<file path="config.mk">
export PLATFORM = sky130hd
export DESIGN_NAME = seven_seg_scan_driver
export DESIGN_NICKNAME = d
export VERILOG_FILES = /design/src/rtl/seven_seg_scan_driver.sv
export SDC_FILE = /design/constraint.sdc
export NUM_CORES = 1
export LEC_CHECK = 0
export CELL_PAD_IN_SITES_DETAIL_PLACEMENT = 0
export CELL_PAD_IN_SITES_GLOBAL_PLACEMENT = 1
export CORE_ASPECT_RATIO = 1.1
export CORE_MARGIN = 2
export CORE_UTILIZATION = 44
export CTS_BUF_LIST = sky130_fd_sc_hd__clkbuf_8 sky130_fd_sc_hd__clkbuf_16
export DETAILED_ROUTE_END_ITERATION = 8
export PLACE_DENSITY_LB_ADDON = 0.1
export RECOVER_POWER = 50
export SYNTH_ARGS = -nofsm -noshare
export SYNTH_HDL_FRONTEND = slang
export SYNTH_SLANG_ARGS = --single-unit
</file>
<file path="constraint.sdc">
create_clock -name clock -period 2.5 [get_ports clock]
set_input_delay 0.5 -clock clock [delete_from_list [all_inputs] [get_ports clock]]
set_output_delay 0.5 -clock clock [all_outputs]
set_load 0.03 [all_outputs]
</file>
<file path="src/rtl/seven_seg_scan_driver.sv">
// Four-digit multiplexed 7-segment driver: double-buffered 16-bit hex value,
// synchronised digit index, anti-ghosting blanking and leading-zero blanking.
//
// Ports:
//   clock, reset      system clock (posedge), asynchronous active-high reset
//   refreshcounter    2-bit digit index, asynchronous to clock
//   value_in, load    value to display and its load strobe
//   load_ready        high while the pending buffer is empty
//   suppress_lz       blank leading zero digits (digit 0 is always lit)
//   anode, segment    active-low digit enables and segments (a = bit 0)
//   frame_done        one-cycle pulse on each 3 -> 0 digit transition
//
// Optional feature macro SEVEN_SEG_DP_EN adds dp_in[3:0] (per-digit decimal
// point, buffered with value_in) and dp (active-low decimal point output).

module seven_seg_scan_driver #(
  parameter int BLANK_CYCLES = 16,
  parameter int SYNC_STAGES  = 2
) (
  input  logic        clock,
  input  logic        reset,
  input  logic [1:0]  refreshcounter,
  input  logic [15:0] value_in,
  input  logic        load,
  output logic        load_ready,
  input  logic        suppress_lz,
  output logic [3:0]  anode,
  output logic [6:0]  segment,
  output logic        frame_done
`ifdef SEVEN_SEG_DP_EN
  ,
  input  logic [3:0]  dp_in,
  output logic        dp
`endif
);

  localparam int CW = (BLANK_CYCLES < 2) ? 1 : $clog2(BLANK_CYCLES + 1);
  localparam logic [CW-1:0] BLANK_LD = CW'(BLANK_CYCLES);

  typedef enum logic {
    ST_BLANK,
    ST_SHOW
  } state_e;

  logic [1:0]    sync_q [SYNC_STAGES];
  logic [1:0]    sel;
  logic [1:0]    sel_prev_q;
  logic [1:0]    sel_show_q;
  logic          chg;
  logic          chg_q;
  logic          boundary;

  state_e        state_q;
  state_e        state_d;
  logic [CW-1:0] cnt_q;
  logic [CW-1:0] cnt_d;

  logic [15:0]   active_q;
  logic [15:0]   pending_q;
  logic          pend_vld_q;

`ifdef SEVEN_SEG_DP_EN
  logic [3:0]    dp_act_q;
  logic [3:0]    dp_pend_q;
`endif

  function automatic logic [6:0] seg_decode(input logic [3:0] n);
    logic [6:0] s;
    s = 7'h7F;
    case (n)
      4'h0: s = 7'h40;
      4'h1: s = 7'h79;
      4'h2: s = 7'h24;
      4'h3: s = 7'h30;
      4'h4: s = 7'h19;
      4'h5: s = 7'h12;
      4'h6: s = 7'h02;
      4'h7: s = 7'h78;
      4'h8: s = 7'h00;
      4'h9: s = 7'h10;
      4'hA: s = 7'h08;
      4'hB: s = 7'h03;
      4'hC: s = 7'h46;
      4'hD: s = 7'h21;
      4'hE: s = 7'h06;
      4'hF: s = 7'h0E;
      default: s = 7'h7F;
    endcase
    return s;
  endfunction

  // Digit k is a leading zero when every nibble from k upwards is zero.
  function automatic logic lz_blank(
    input logic [15:0] v,
    input logic [1:0]  k
  );
    logic b;
    b = 1'b0;
    case (k)
      2'd1:    b = (v[15:4] == 12'h000);
      2'd2:    b = (v[15:8] == 8'h00);
      2'd3:    b = (v[15:12] == 4'h0);
      default: b = 1'b0;
    endcase
    return b;
  endfunction

  // Digit index synchroniser and change detection.
  always_ff @(posedge clock or posedge reset) begin
    if (reset) begin
      for (int i = 0; i < SYNC_STAGES; i++) begin
        sync_q[i] <= 2'd0;
      end
    end else begin
      sync_q[0] <= refreshcounter;
      for (int i = 1; i < SYNC_STAGES; i++) begin
        sync_q[i] <= sync_q[i-1];
      end
    end
  end

  assign sel      = sync_q[SYNC_STAGES-1];
  assign chg      = (sel != sel_prev_q);
  assign boundary = chg && (sel_prev_q == 2'd3) && (sel == 2'd0);

  // sel_show_q lags sel_prev_q so the new index is only used on the same
  // edge the FSM enters BLANK; the old digit never sees the new index.
  always_ff @(posedge clock or posedge reset) begin
    if (reset) begin
      sel_prev_q <= 2'd0;
      sel_show_q <= 2'd0;
      chg_q      <= 1'b0;
    end else begin
      sel_prev_q <= sel;
      sel_show_q <= sel_prev_q;
      chg_q      <= chg;
    end
  end

  // Display FSM.
  always_ff @(posedge clock or posedge reset) begin
    if (reset) begin
      state_q <= ST_BLANK;
      cnt_q   <= BLANK_LD;
    end else begin
      state_q <= state_d;
      cnt_q   <= cnt_d;
    end
  end

  // The counter reaches SHOW after exactly BLANK_CYCLES cycles in BLANK.
  always_comb begin
    state_d = state_q;
    cnt_d   = cnt_q;
    if (chg_q) begin
      cnt_d   = BLANK_LD;
      state_d = (BLANK_CYCLES == 0) ? ST_SHOW : ST_BLANK;
    end else begin
      unique case (state_q)
        ST_BLANK: begin
          if (cnt_q <= CW'(1)) begin
            state_d = ST_SHOW;
            cnt_d   = '0;
          end else begin
            cnt_d = cnt_q - CW'(1);
          end
        end
        ST_SHOW: state_d = ST_SHOW;
      endcase
    end
  end

  // Double buffer: promotion at a frame boundary wins over a new load.
  always_ff @(posedge clock or posedge reset) begin
    if (reset) begin
      active_q   <= 16'h0000;
      pending_q  <= 16'h0000;
      pend_vld_q <= 1'b0;
`ifdef SEVEN_SEG_DP_EN
      dp_act_q   <= 4'h0;
      dp_pend_q  <= 4'h0;
`endif
    end else if (boundary && pend_vld_q) begin
      active_q   <= pending_q;
      pend_vld_q <= 1'b0;
`ifdef SEVEN_SEG_DP_EN
      dp_act_q   <= dp_pend_q;
`endif
    end else if (load && !pend_vld_q) begin
      pending_q  <= value_in;
      pend_vld_q <= 1'b1;
`ifdef SEVEN_SEG_DP_EN
      dp_pend_q  <= dp_in;
`endif
    end
  end

  assign load_ready = !pend_vld_q;
  assign frame_done = boundary;

  always_comb begin
    anode   = 4'hF;
    segment = 7'h7F;
    if (state_q == ST_SHOW) begin
      anode = ~(4'b0001 << sel_show_q);
      if (!(suppress_lz && lz_blank(active_q, sel_show_q))) begin
        segment = seg_decode(active_q[4*sel_show_q +: 4]);
      end
    end
  end

`ifdef SEVEN_SEG_DP_EN
  always_comb begin
    dp = 1'b1;
    if (state_q == ST_SHOW) begin
      dp = ~dp_act_q[sel_show_q];
    end
  end
`endif

endmodule

</file>
## After elaboration in Yosys (flattened, before gate mapping)

Memory sizes are Yosys's and may differ from the RTL's.
Cells that the tools add are included.

| word-level totals | value |
|---|---|
| register bits | 48 |
| bits in read-only memories | 112 |
| input bits | 22 |
| logic and storage cells | 49 |
| memories kept | 1 |

| cells by class | value |
|---|---|
| add/sub/neg operators | 1 |
| order comparisons | 1 |
| equality and inequality tests | 6 |
| shift operators | 2 |
| mux-type cells | 13 |
| bitwise gates (word level) | 3 |
| reduce and logical (&&, ||, !) cells | 12 |

Memories:

| memory | words | bits a word | read ports | clocked after memory_dff | write ports | RTL line | source |
|---|---|---|---|---|---|---|---|
| (no name shown) | 16 | 7 | 1 | 0 | 0 | 70 | `case (n)` |

Operators with widths:

| cell | count |
|---|---|
| $shiftx 16x5->4 | 1 |
| $mux 5 | 3 |
| $mux 7 | 2 |
| $logic_not 12->1 | 1 |
| $logic_not 8->1 | 1 |
| $eq 2x2->1 const B | 3 |
| $le 5x1->1 const B | 1 |
| $logic_and 1x1->1 | 5 |
| $mux 1 | 5 |
| $sub 5x1->5 const B | 1 |
| $logic_not 4->1 | 1 |
| $mux 4 | 1 |
| $not 4->4 | 1 |
| $shl 1x2->4 const A | 1 |
| $pmux 1 s3 | 1 |
| $eq 2x1->1 const B | 1 |
| $logic_not 2->1 | 1 |
| $ne 2x2->1 | 1 |
| $ne 2x2->1 const B | 1 |
| $not 1->1 | 2 |
| $pmux 1 s2 | 1 |
| $reduce_and 2->1 | 1 |
| $reduce_bool 2->1 | 1 |
| $logic_not 1->1 | 1 |

## Depth between registers and ports, before layout

Gate-level depths: netlist of run 1.

| depth | value |
|---|---|
| depth in word-level cells | 6 |
| depth in mapped cells | 8 |
| gate-level depth less buffers | 7 |

## Worst setup path before layout of run 1

No wires, ideal clock.

| timing path | value |
|---|---|
| path kind | register -> output |
| start | reg sel_show_q[1] |
| end | out segment[0] |
| arrival time | 2.111 ns |
| data required time | 2.000 ns |
| slack | -0.111 ns |
| cell stages (with the launch flop) | 9 |
| buffers on the path | 1 |
| cell sequence | dfrtp_1 clkbuf_1 mux4_2 inv_1 ha_1 nor2b_1 o21ai_0 o311ai_1 o211ai_1 |

| between the ends | value |
|---|---|
| word-level cells in the longest chain between the ends | 6 |

Ends and longest elaborated chain:

| item | RTL line | source |
|---|---|---|
| start: declaration | 48 | `logic [1:0] sel_show_q;` |
| start signal: assignment | 135 | `sel_show_q <= sel_prev_q;` |
| parallel branches: the longest is 4 deep, another holds $mem_v2 16x7 | -- |  |
| $mux 7 * | 206 | `if (!(suppress_lz && lz_blank(active_q, sel_show_q))) begin` |
| $mux 7 * | 204 | `if (state_q == ST_SHOW) begin` |
| end: declaration | 28 | `output logic [6:0] segment,` |

Every way passes the cells marked *. The select of a mux whose other input is x is not followed.

## Worst setup path in the final report of run 1

| timing path | value |
|---|---|
| start | reg sel_show_q[0] |
| end | out segment[0] |

Same word-level chain as after synthesis.

==> results of run 1 <==
## metal layers
| layer | vias to the layer above | share of wire (%) |
|---|---|---|
| met5 | - | 0 |
| met3 | 12 | 3.4 |
| met4 | 0 | 2.6 |
| li1 | 821 | - |
| met1 | 863 | 40 |
| met2 | 44 | 54 |
## state kept, by name, summed over array words and instances, names as in the netlist
signal      count
sel             2
pending_q      16
pend_vld_q      1
cnt_q           5
active_q       16
sel_show_q      2
chg_q           1
state_q         1
sync_q          2
sel_prev_q      2
## report_power, final
group,internal [uW],switching (uW)
Clock,189,242
Sequential,999,157
Combinational,923,667
Total,2110,1070
## synthesized netlist by cell type, drive strengths merged, types with 3 or more instances
| library cell | number |
|---|---|
| o21ai | 5 |
| nand3 | 7 |
| mux4 | 4 |
| nor2 | 4 |
| clkbuf | 4 |
| nor4 | 3 |
| buf | 5 |
| inv | 9 |
| nor2b | 3 |
| ha | 8 |
| a21oi | 3 |
| nand2 | 9 |
| mux2 | 35 |
| xnor2 | 5 |
| mux2i | 5 |
| dfrtp | 47 |
| nor3b | 3 |
| nor3 | 3 |
## worst max-delay path, stage by stage (launching register included)
cell      delay, ps
dfrtp_2         420
mux4_2          610
ha_4            220
or3b_4          400
o311ai_4         80
o211ai_1        120
buf_4           190
## kinds of logic after synthesis
family / after synthesis / share of synthesized area (%)
AOI/OAI and AO/OA: 23 / 6.778
xor gates and xnor gates: 7 / 2.555
adders and majority gates: 8 / 4.171
buffers and inverters: 18 / 3.858
DFF: 48 / 50.10
muxes: 44 / 22.73
and+or+nand+nor: 41 / 9.802
## repair_timing
| item | in CTS | in global routing |
|---|---|---|
| gates resized for setup | 44 | 15 |
| endpoints found under the hold margin | 0 | 0 |
| setup buffers | 7 | 1 |
| setup endpoints to repair | 7 | 8 |
| pin swaps | 7 | 6 |
## worst min-delay path by stage
| stage | startpoint | end | slack (ps) | cells after the start |
|---|---|---|---|---|
| after floorplan | sync_q[2] | sel[0] | 330 | 0 |
| after global placement | sync_q[3] | sel[1] | 330 | 0 |
| after global routing | sync_q[2] | sel[0] | 370 | 0 |
| after detailed placement | sync_q[3] | sel[1] | 340 | 0 |
| after CTS | sync_q[3] | sel[1] | 360 | 0 |
| final | sync_q[3] | sel[1] | 360 | 0 |
## cell type report
| type | count | area share [%] |
|---|---|---|
| Inverter | 9 | 1.250 |
| Timing Repair Buffer | 75 | 20.46 |
| Clock buffer | 5 | 2.084 |
| Tap cell | 75 | 2.842 |
| Clock inverter | 2 | 0.3789 |
| Multi-Input combinational cell | 123 | 36.53 |
| Sequential cell | 48 | 36.45 |
## metrics by stage
stage	std cells	TNS [ps]	worst slack, ps	util (%)
after floorplan	189	0	2.242	-
after global placement	322	-1790	-426.5	57.42
after detailed placement	322	-2180	-530.7	57.42
after CTS	336	-1810	-322.6	60.71
after global routing	337	-2401	-410.8	62.01
final	337	-1663	-327.7	62.01
==> results.cfg, run 1 <==
[outcome]
status = finished, violations left
violations = negative setup slack

[yosys]
yosys.cell_types.count = 42
synthFlopType = dfrtp_1
syn_area_sq_um = 2400
synth_top_area_share_pct = 49.01
synth-seq-cells = 48
ys_seq_area_share_pct = 50.10
synth-edff-count = 0
ys_warn_count = 0
synth_fp_nets = 219
synth_cells = 189
syn_avg_cell_area_sq_um = 12.70
synthTopCellsByArea = dfrtp_1, mux2_2, ha_1
yosys.area.top_type = dfrtp_1
ys_async_sr_fraction_pct = 100.0

[floorplanning]
rows = 28
die_x_um = 74.42
dieArea_sq_um = 6061
start_util_pct = 45.07
floorplan.io_pins = 35
die_h_um = 81.46
core_sq_um = 5325

[routing]
final_antenna_net_count = 0
via_count = 1740
drtIter0Drc = 37
vias_per_cell = 5.163
post_drt_wl_per_cell_um = 15.31
drc_errors = 0
dr.pass1.iters = 4
wl_um = 5161

[critical_path]
startpoint_type = flip-flop
cp-endpoint = segment[0]
crit_start = sel_show_q[0]
r2r-end = active_q[7]
worst-endpoint-required_ps = 2000
crit_fanout = 4
r2r-start = sel_prev_q[0]
path_class = flip-flop to primary output
arrival_ps = 2330
reg2reg_slack_ps = 760
reg2regPathDepth = 3
endpoint_kind = primary output

[finish]
layout-drive-gt1-share_pct = 43.13
multi_input_area_sq_um = 1206
ff_latch_area_sq_um = 1204
fillerInstances = 445
layout.nets = 292
syn2layout_area_growth_pct = 37.59
final_cell_mix = dfrtp_1, buf_4, mux2_2, clkdlybuf4s50_1, buf_6
antenna_cells = 0
mostFrequentLayoutCell = dfrtp_1
stdcell_area_sq_um = 3302

[placed_design]
place_congestion = 0.8899
dp_hpwl_um = 3793
placed_cell_area_sq_um = 3058
port_buffers = 34

[timing]
max_slew_margin_pct = 37.10
final.min_clock_period_ps = 2828
timing.final.ws_setup_ps = -327.7
rsz0062_at_grt = yes
fin_skew_ps = 4.620
tightestPinTransition_ps = 943.6
final_hold_viol_count = 0
hold_ws_ps = 355.5
post-route-period-util_pct = 113.1
maxSlewViolCount = 0
clock.fmax_ghz = 0.3536
setup_viol = 7

[clocking]
cts_made_buffers = 5
cts.sinks = 48
h-tree-depth = 2
clock_path_buffers = 2
clk_latency_ps = 290
cts_tree = built
clkTransAtPathRegs_ps = 80
cts_hold_buf = 0
root_buffer = clkbuf_8

[global_routing]
use_met2_pct = 28.85
busiest_layer = met2
grt_util_all_layers_pct = 17.11
antenna_found_initial = 0
grt_pass1_vias = 1743
overflow = 0
use_met1_pct = 20.82
grt_pass1_wl_um = 7872
grt_max_degree = 23
gr-usage-met3_pct = 3.681

[power]
power_density_nw_per_um2 = 962.4
peakVddDrop_mv = 0.4972
p_leak_uw = 0.001396
finalPower_uw = 3178

[hold_path]
min_path_type = flip-flop to flip-flop

[flow_run]
maxCapViolCount = 0
Note: power is estimated with default switching activity, not from simulation.
==> inputs of run 2 (changes only) <==
==> constraint.sdc (replaced) <==
create_clock -name clock -period 2.9 [get_ports clock]
set_input_delay 0.58 -clock clock [delete_from_list [all_inputs] [get_ports clock]]
set_output_delay 0.58 -clock clock [all_outputs]
set_load 0.03 [all_outputs]
==> run 2 against run 1 <==
The run still ends with negative setup slack left. Critical path depth stayed put. Global-route usage is 0.16 points higher. First-iteration DRC count is 59% higher. Sequential cell count stayed put. Final cell count is 5.9% lower. Clock power is 7.4% lower. Sequential power is 11% lower. Hold slack better by 1.6 ps. Wire length is 3.5% lower. Clock-buffer cell count stayed put. Utilization is 4.0 points lower. Critical path type unchanged. Largest cell class is now sequential cells. Largest power group unchanged. Highest routed layer unchanged.
==> results.cfg, run 2 (synthesized netlist as in run 1, its figures left out) <==
[clocking]
clock_path_buffers = 2
cts_tree = built
clkTransAtPathRegs_ps = 90
root_buffer = clkbuf_8
cts.sinks = 48
cts_made_buffers = 5
clk_latency_ps = 300
h-tree-depth = 2

[critical_path]
startpoint_type = flip-flop
endpoint_kind = primary output
reg2reg_slack_ps = 1170
r2r-start = sel_prev_q[0]
critPathMaxStageDelay_ps = 620
path_class = flip-flop to primary output
cp-endpoint = segment[0]
worst-endpoint-required_ps = 2320
reg2regPathDepth = 3
crit_family = multiplexers
arrival_ps = 2420
crit_fanout = 5
crit_start = sel_show_q[0]
path_buf_inv = 1
cpMaxStageDelayCell = mux4_2
cp_cell_sequence = mux4_2 -> ha_4 -> or3b_4 -> o311ai_2 -> o211ai_1 -> buf_4
path_depth = 6
r2r-end = active_q[11]

[timing]
post-route-period-util_pct = 103.5
final_hold_viol_count = 0
maxSlewViolCount = 0
final.min_clock_period_ps = 3002
tightestPinTransition_ps = 1184
setup_viol = 3
rsz0062_at_grt = yes
timing.final.ws_setup_ps = -102.0
hold_ws_ps = 357.0
max_slew_margin_pct = 21.08
clock.fmax_ghz = 0.3331
fin_skew_ps = 8.099

[power]
p_comb_share_pct = 43.8
p_sw_share_pct = 35.02
clkPwrFrac_pct = 15.7
p_switching_uw = 892.7
p_leak_uw = 0.001279
seqPwrFrac_pct = 40.5
p_int_uw = 1656
peakVddDrop_mv = 0.4871
power_density_nw_per_um2 = 825.4

[finish]
fillerInstances = 455
layout-drive-gt1-share_pct = 37.19
reg_top3 = active_q (16), pending_q (16), cnt_q (5)
ff_latch_area_sq_um = 1204
stdcell_area_sq_um = 3088
layout.nets = 271
antenna_cells = 0
syn2layout_area_growth_pct = 28.68
final_cell_mix = dfrtp_1, mux2_2, clkdlybuf4s50_1, buf_4, nand2_1
multi_input_area_sq_um = 1176
mostFrequentLayoutCell = dfrtp_1

[routing]
wl_um = 4980
dr_wl_met3_um = 192
post_drt_wl_per_cell_um = 15.71
drc_errors = 0
drtIter0Drc = 59
dr_wl_met2_um = 2674
drt-met1-wl_um = 2051
via_count = 1651
vias_per_cell = 5.208
final_antenna_net_count = 0
top_layer_used = met4
dr.pass1.iters = 4

[floorplanning]
die_x_um = 74.42
core_sq_um = 5325
start_util_pct = 45.07
die_h_um = 81.46
rows = 28
floorplan.io_pins = 35
dieArea_sq_um = 6061

[placed_design]
placed_cell_area_sq_um = 2888
port_buffers = 34
dp_hpwl_um = 3640
dp_slack_ps = -164.7
place_congestion = 0.8669

[global_routing]
grt_pass1_vias = 1640
antenna_found_initial = 0
overflow = 0
grt_pass1_wl_um = 7997
grt_max_degree = 24
grt_util_all_layers_pct = 17.28

[outcome]
violations = negative setup slack
status = finished, violations left

[hold_path]
min_path_type = flip-flop to flip-flop

[flow_run]
maxCapViolCount = 0
[run 2: cell count changes in the layout (fill, tap and decap cells not counted), sizes merged]
| cell | delta |
|---|---|
| buf | -21 |
| clkinvlp | -1 |
| inv | +1 |
| dlymetal6s2s | -1 |
| clkdlybuf4s50 | +1 |
| clkinv | +1 |
[run 2: layout make-up]
type                       instances  share of cell area, %
clock inverter                     3                 0.7293
multi-input combinational        123                  38.09
tap                               75                  3.039
clock buffer                       5                  2.229
sequential                        48                  38.98
timing repair buffer              54                  15.68
inverter                           9                  1.256
[run 2: power groups by stage]
stage	Combinational (uW)	Sequential (uW)	Clock (uW)
after floorplan	681	983	0
after global placement	854	1040	0
after detailed placement	911	1050	0
after CTS	959	1030	412
after global routing	1200	1060	444
final	1120	1030	400
[run 2: per-stage QoR]
| step | total power, uW | setup TNS (ps) | cells | utilization (%) |
|---|---|---|---|---|
| 6_report | 2549 | -168.2 | 317 | 57.99 |
| 5_1_grt | 2702 | -666.3 | 317 | 57.99 |
| 4_1_cts | 2405 | -37.97 | 316 | 56.53 |
| 3_5_place_dp | 1957 | -464.8 | 305 | 54.23 |
| 3_3_place_gp | 1891 | -34.47 | 305 | 54.23 |
| 2_1_floorplan | 1664 | 0 | 189 | - |
[run 2: repair_timing]
item / 4_1_cts / 5_1_grt
resized for setup: 30 / 19
pin swaps: 1 / 5
endpoints found under the setup margin: 7 / 5
hold buffers: 0 / 0
setup buffers: 3 / 1
[run 2: routing by layer]
| layer | global-route usage [%] | vias to the layer above |
|---|---|---|
| li1 | - | 780 |
| met1 | 22.52 | 822 |
| met2 | 29.12 | 43 |
| met3 | 3.681 | 6 |
| met4 | 4.821 | 0 |
| met5 | 0 | - |
[run 2: how the worst min path moves through the flow]
| stage | from | end | slack, ps | cells after the start |
|---|---|---|---|---|
| floorplan | sync_q[2] | sel[0] | 330 | 0 |
| global placement | sync_q[3] | sel[1] | 340 | 0 |
| detailed placement | sync_q[3] | sel[1] | 340 | 0 |
| CTS | sync_q[3] | sel[1] | 360 | 0 |
| global route | sync_q[3] | sel[1] | 380 | 0 |
| finish | sync_q[3] | sel[1] | 360 | 0 |
==> inputs of run 3 (changes only) <==
--- a/config.mk
+++ b/config.mk
@@ -7,7 +7,7 @@
 export LEC_CHECK = 0
 export CELL_PAD_IN_SITES_DETAIL_PLACEMENT = 0
 export CELL_PAD_IN_SITES_GLOBAL_PLACEMENT = 1
-export CORE_ASPECT_RATIO = 1.1
+export CORE_ASPECT_RATIO = 0.5
 export CORE_MARGIN = 2
 export CORE_UTILIZATION = 44
 export CTS_BUF_LIST = sky130_fd_sc_hd__clkbuf_8 sky130_fd_sc_hd__clkbuf_16
==> run 3 against run 2 <==
The flow still finishes with violations (negative setup slack). Combinational power up 4%. Wire length down 5.1%. Hold slack worse by 2.7 ps. Clock skew decreased by 3.2 ps. Utilization up 3.8 points. Via count rose by 0.24%.
==> results.cfg, run 3 (synthesized netlist as in run 1, its figures left out) <==
[outcome]
status = finished, violations left
violations = negative setup slack

[power]
peakVddDrop_mv = 0.3553
seqPwrFrac_pct = 39.4
p_switching_uw = 849.8
p_leak_uw = 0.001348
clkPwrFrac_pct = 16.1
p_comb_share_pct = 44.5
finalPower_uw = 2598
p_sw_share_pct = 32.72
p_int_uw = 1748
power_density_nw_per_um2 = 825.5

[critical_path]
path_depth = 7
r2r-end = active_q[2]
crit_fanout = 5
reg2reg_slack_ps = 1210
crit_family = multiplexers
cpMaxStageDelayCell = mux4_2
crit_start = sel_show_q[0]
worst-endpoint-required_ps = 2320
critPathMaxStageDelay_ps = 580
startpoint_type = flip-flop
r2r-start = sel[1]
endpoint_kind = primary output
path_buf_inv = 2
arrival_ps = 2360
cp_cell_sequence = mux4_2 -> buf_4 -> ha_1 -> mux2_4 -> mux2i_1 -> nand3_1 -> buf_6
path_class = flip-flop to primary output
reg2regPathDepth = 3

[clocking]
clkTransAtPathRegs_ps = 90
cts_tree = built
clk_latency_ps = 300
h-tree-depth = 2
clock_path_buffers = 2
cts_made_buffers = 5
cts.sinks = 48
root_buffer = clkbuf_8
cts_hold_buf = 0

[finish]
ff_latch_area_sq_um = 1204
syn2layout_area_growth_pct = 31.13
reg_top3 = active_q (16), pending_q (16), cnt_q (5)
layout.cells.non_filler = 327
layout-drive-gt1-share_pct = 39.30
fillerInstances = 454
multi_input_area_sq_um = 1137
final_cell_mix = dfrtp_1, buf_4, mux2_2, clkdlybuf4s50_1, nand2_1
stdcell_area_sq_um = 3147
layout.nets = 286
fin_util_pct = 61.82
mostFrequentLayoutCell = dfrtp_1
antenna_cells = 0

[timing]
max_slew_margin_pct = 21.20
maxSlewViolCount = 0
final_hold_viol_count = 0
final.min_clock_period_ps = 2938
clock.fmax_ghz = 0.3404
fin_skew_ps = 4.901
timing.final.ws_setup_ps = -37.97
setup_viol = 2
tightestPinTransition_ps = 1181
rsz0062_at_grt = yes
post-route-period-util_pct = 101.3

[placed_design]
dp_hpwl_um = 3580
place_congestion = 0.9551
dp_cells = 312
port_buffers = 34
dp_slack_ps = -161.5
placed_cell_area_sq_um = 2972

[routing]
wl_um = 4726
post_drt_wl_per_cell_um = 14.45
dr.pass1.iters = 4
drc_errors = 0
via_count = 1655
final_antenna_net_count = 0
drtIter0Drc = 106
vias_per_cell = 5.061

[hold_path]
hp-start = sync_q[2]
holdPathEnd = sel[0]
holdPathStages = 0
min_path_type = flip-flop to flip-flop

[floorplanning]
start_util_pct = 47.15
floorplan.io_pins = 35
dieArea_sq_um = 6097
rows = 18
core_sq_um = 5090
die_h_um = 56.22
die_x_um = 108.4

[global_routing]
overflow = 0
grt_max_degree = 33
grt_pass1_vias = 1561
grt_util_all_layers_pct = 17.07
antenna_found_initial = 0
grt_pass1_wl_um = 7817

[flow_run]
maxCapViolCount = 0
## run 3: cell types whose count changed in the layout (fill, tap and decap cells not counted), moves of 2 or more
cell,change
ha_2,+3
buf_4,+18
ha_4,-2
buf_6,-3
mux2i_2,-2
mux2i_1,+2
## run 3: routing by layer
| layer | vias up | GRT usage (%) | wire (um) |
|---|---|---|---|
| met5 | - | 0 | 0 |
| met4 | 0 | 5.495 | 58 |
| met3 | 4 | 4.918 | 235 |
| met2 | 37 | 23.75 | 2021 |
| met1 | 805 | 25.35 | 2411 |
| li1 | 809 | - | - |
## run 3: power groups by stage
stage,logic [uW],clock network (uW),registers [uW]
finish,1160,418,1020
global route,1260,469,1050
CTS,1070,437,1020
detailed placement,1030,0,1040
global placement,1010,0,1040
floorplan,681,0,983
## run 3: repair_timing
item	CTS	global route
endpoints found under the setup margin	7	6
pin swaps	0	3
buffers inserted	4	3
gates resized for setup	18	19
## run 3: how the worst max path moves through the flow
stage | to | slack, ps
floorplan | segment[0] | 210
global placement | segment[5] | -40
detailed placement | segment[2] | -160
CTS | segment[0] | -40
global route | segment[0] | -170
finish | segment[3] | -40
## run 3: area by class of cell
cell class	instances	share of cell area, %
sequential	48	38.25
multi-input combinational	123	36.14
timing repair buffer	69	18.61
tap	70	2.783
clock buffer	6	2.624
inverter	9	1.153
clock inverter	2	0.4374
## run 3: through the flow
stage	setup TNS [ps]	hold WS [ps]
final	-55.87	354.3
after global routing	-426.0	361.6
after CTS	-85.86	354.9
after detailed placement	-513.2	335.5
after global placement	-120.6	334.9
after floorplan	0	331.2
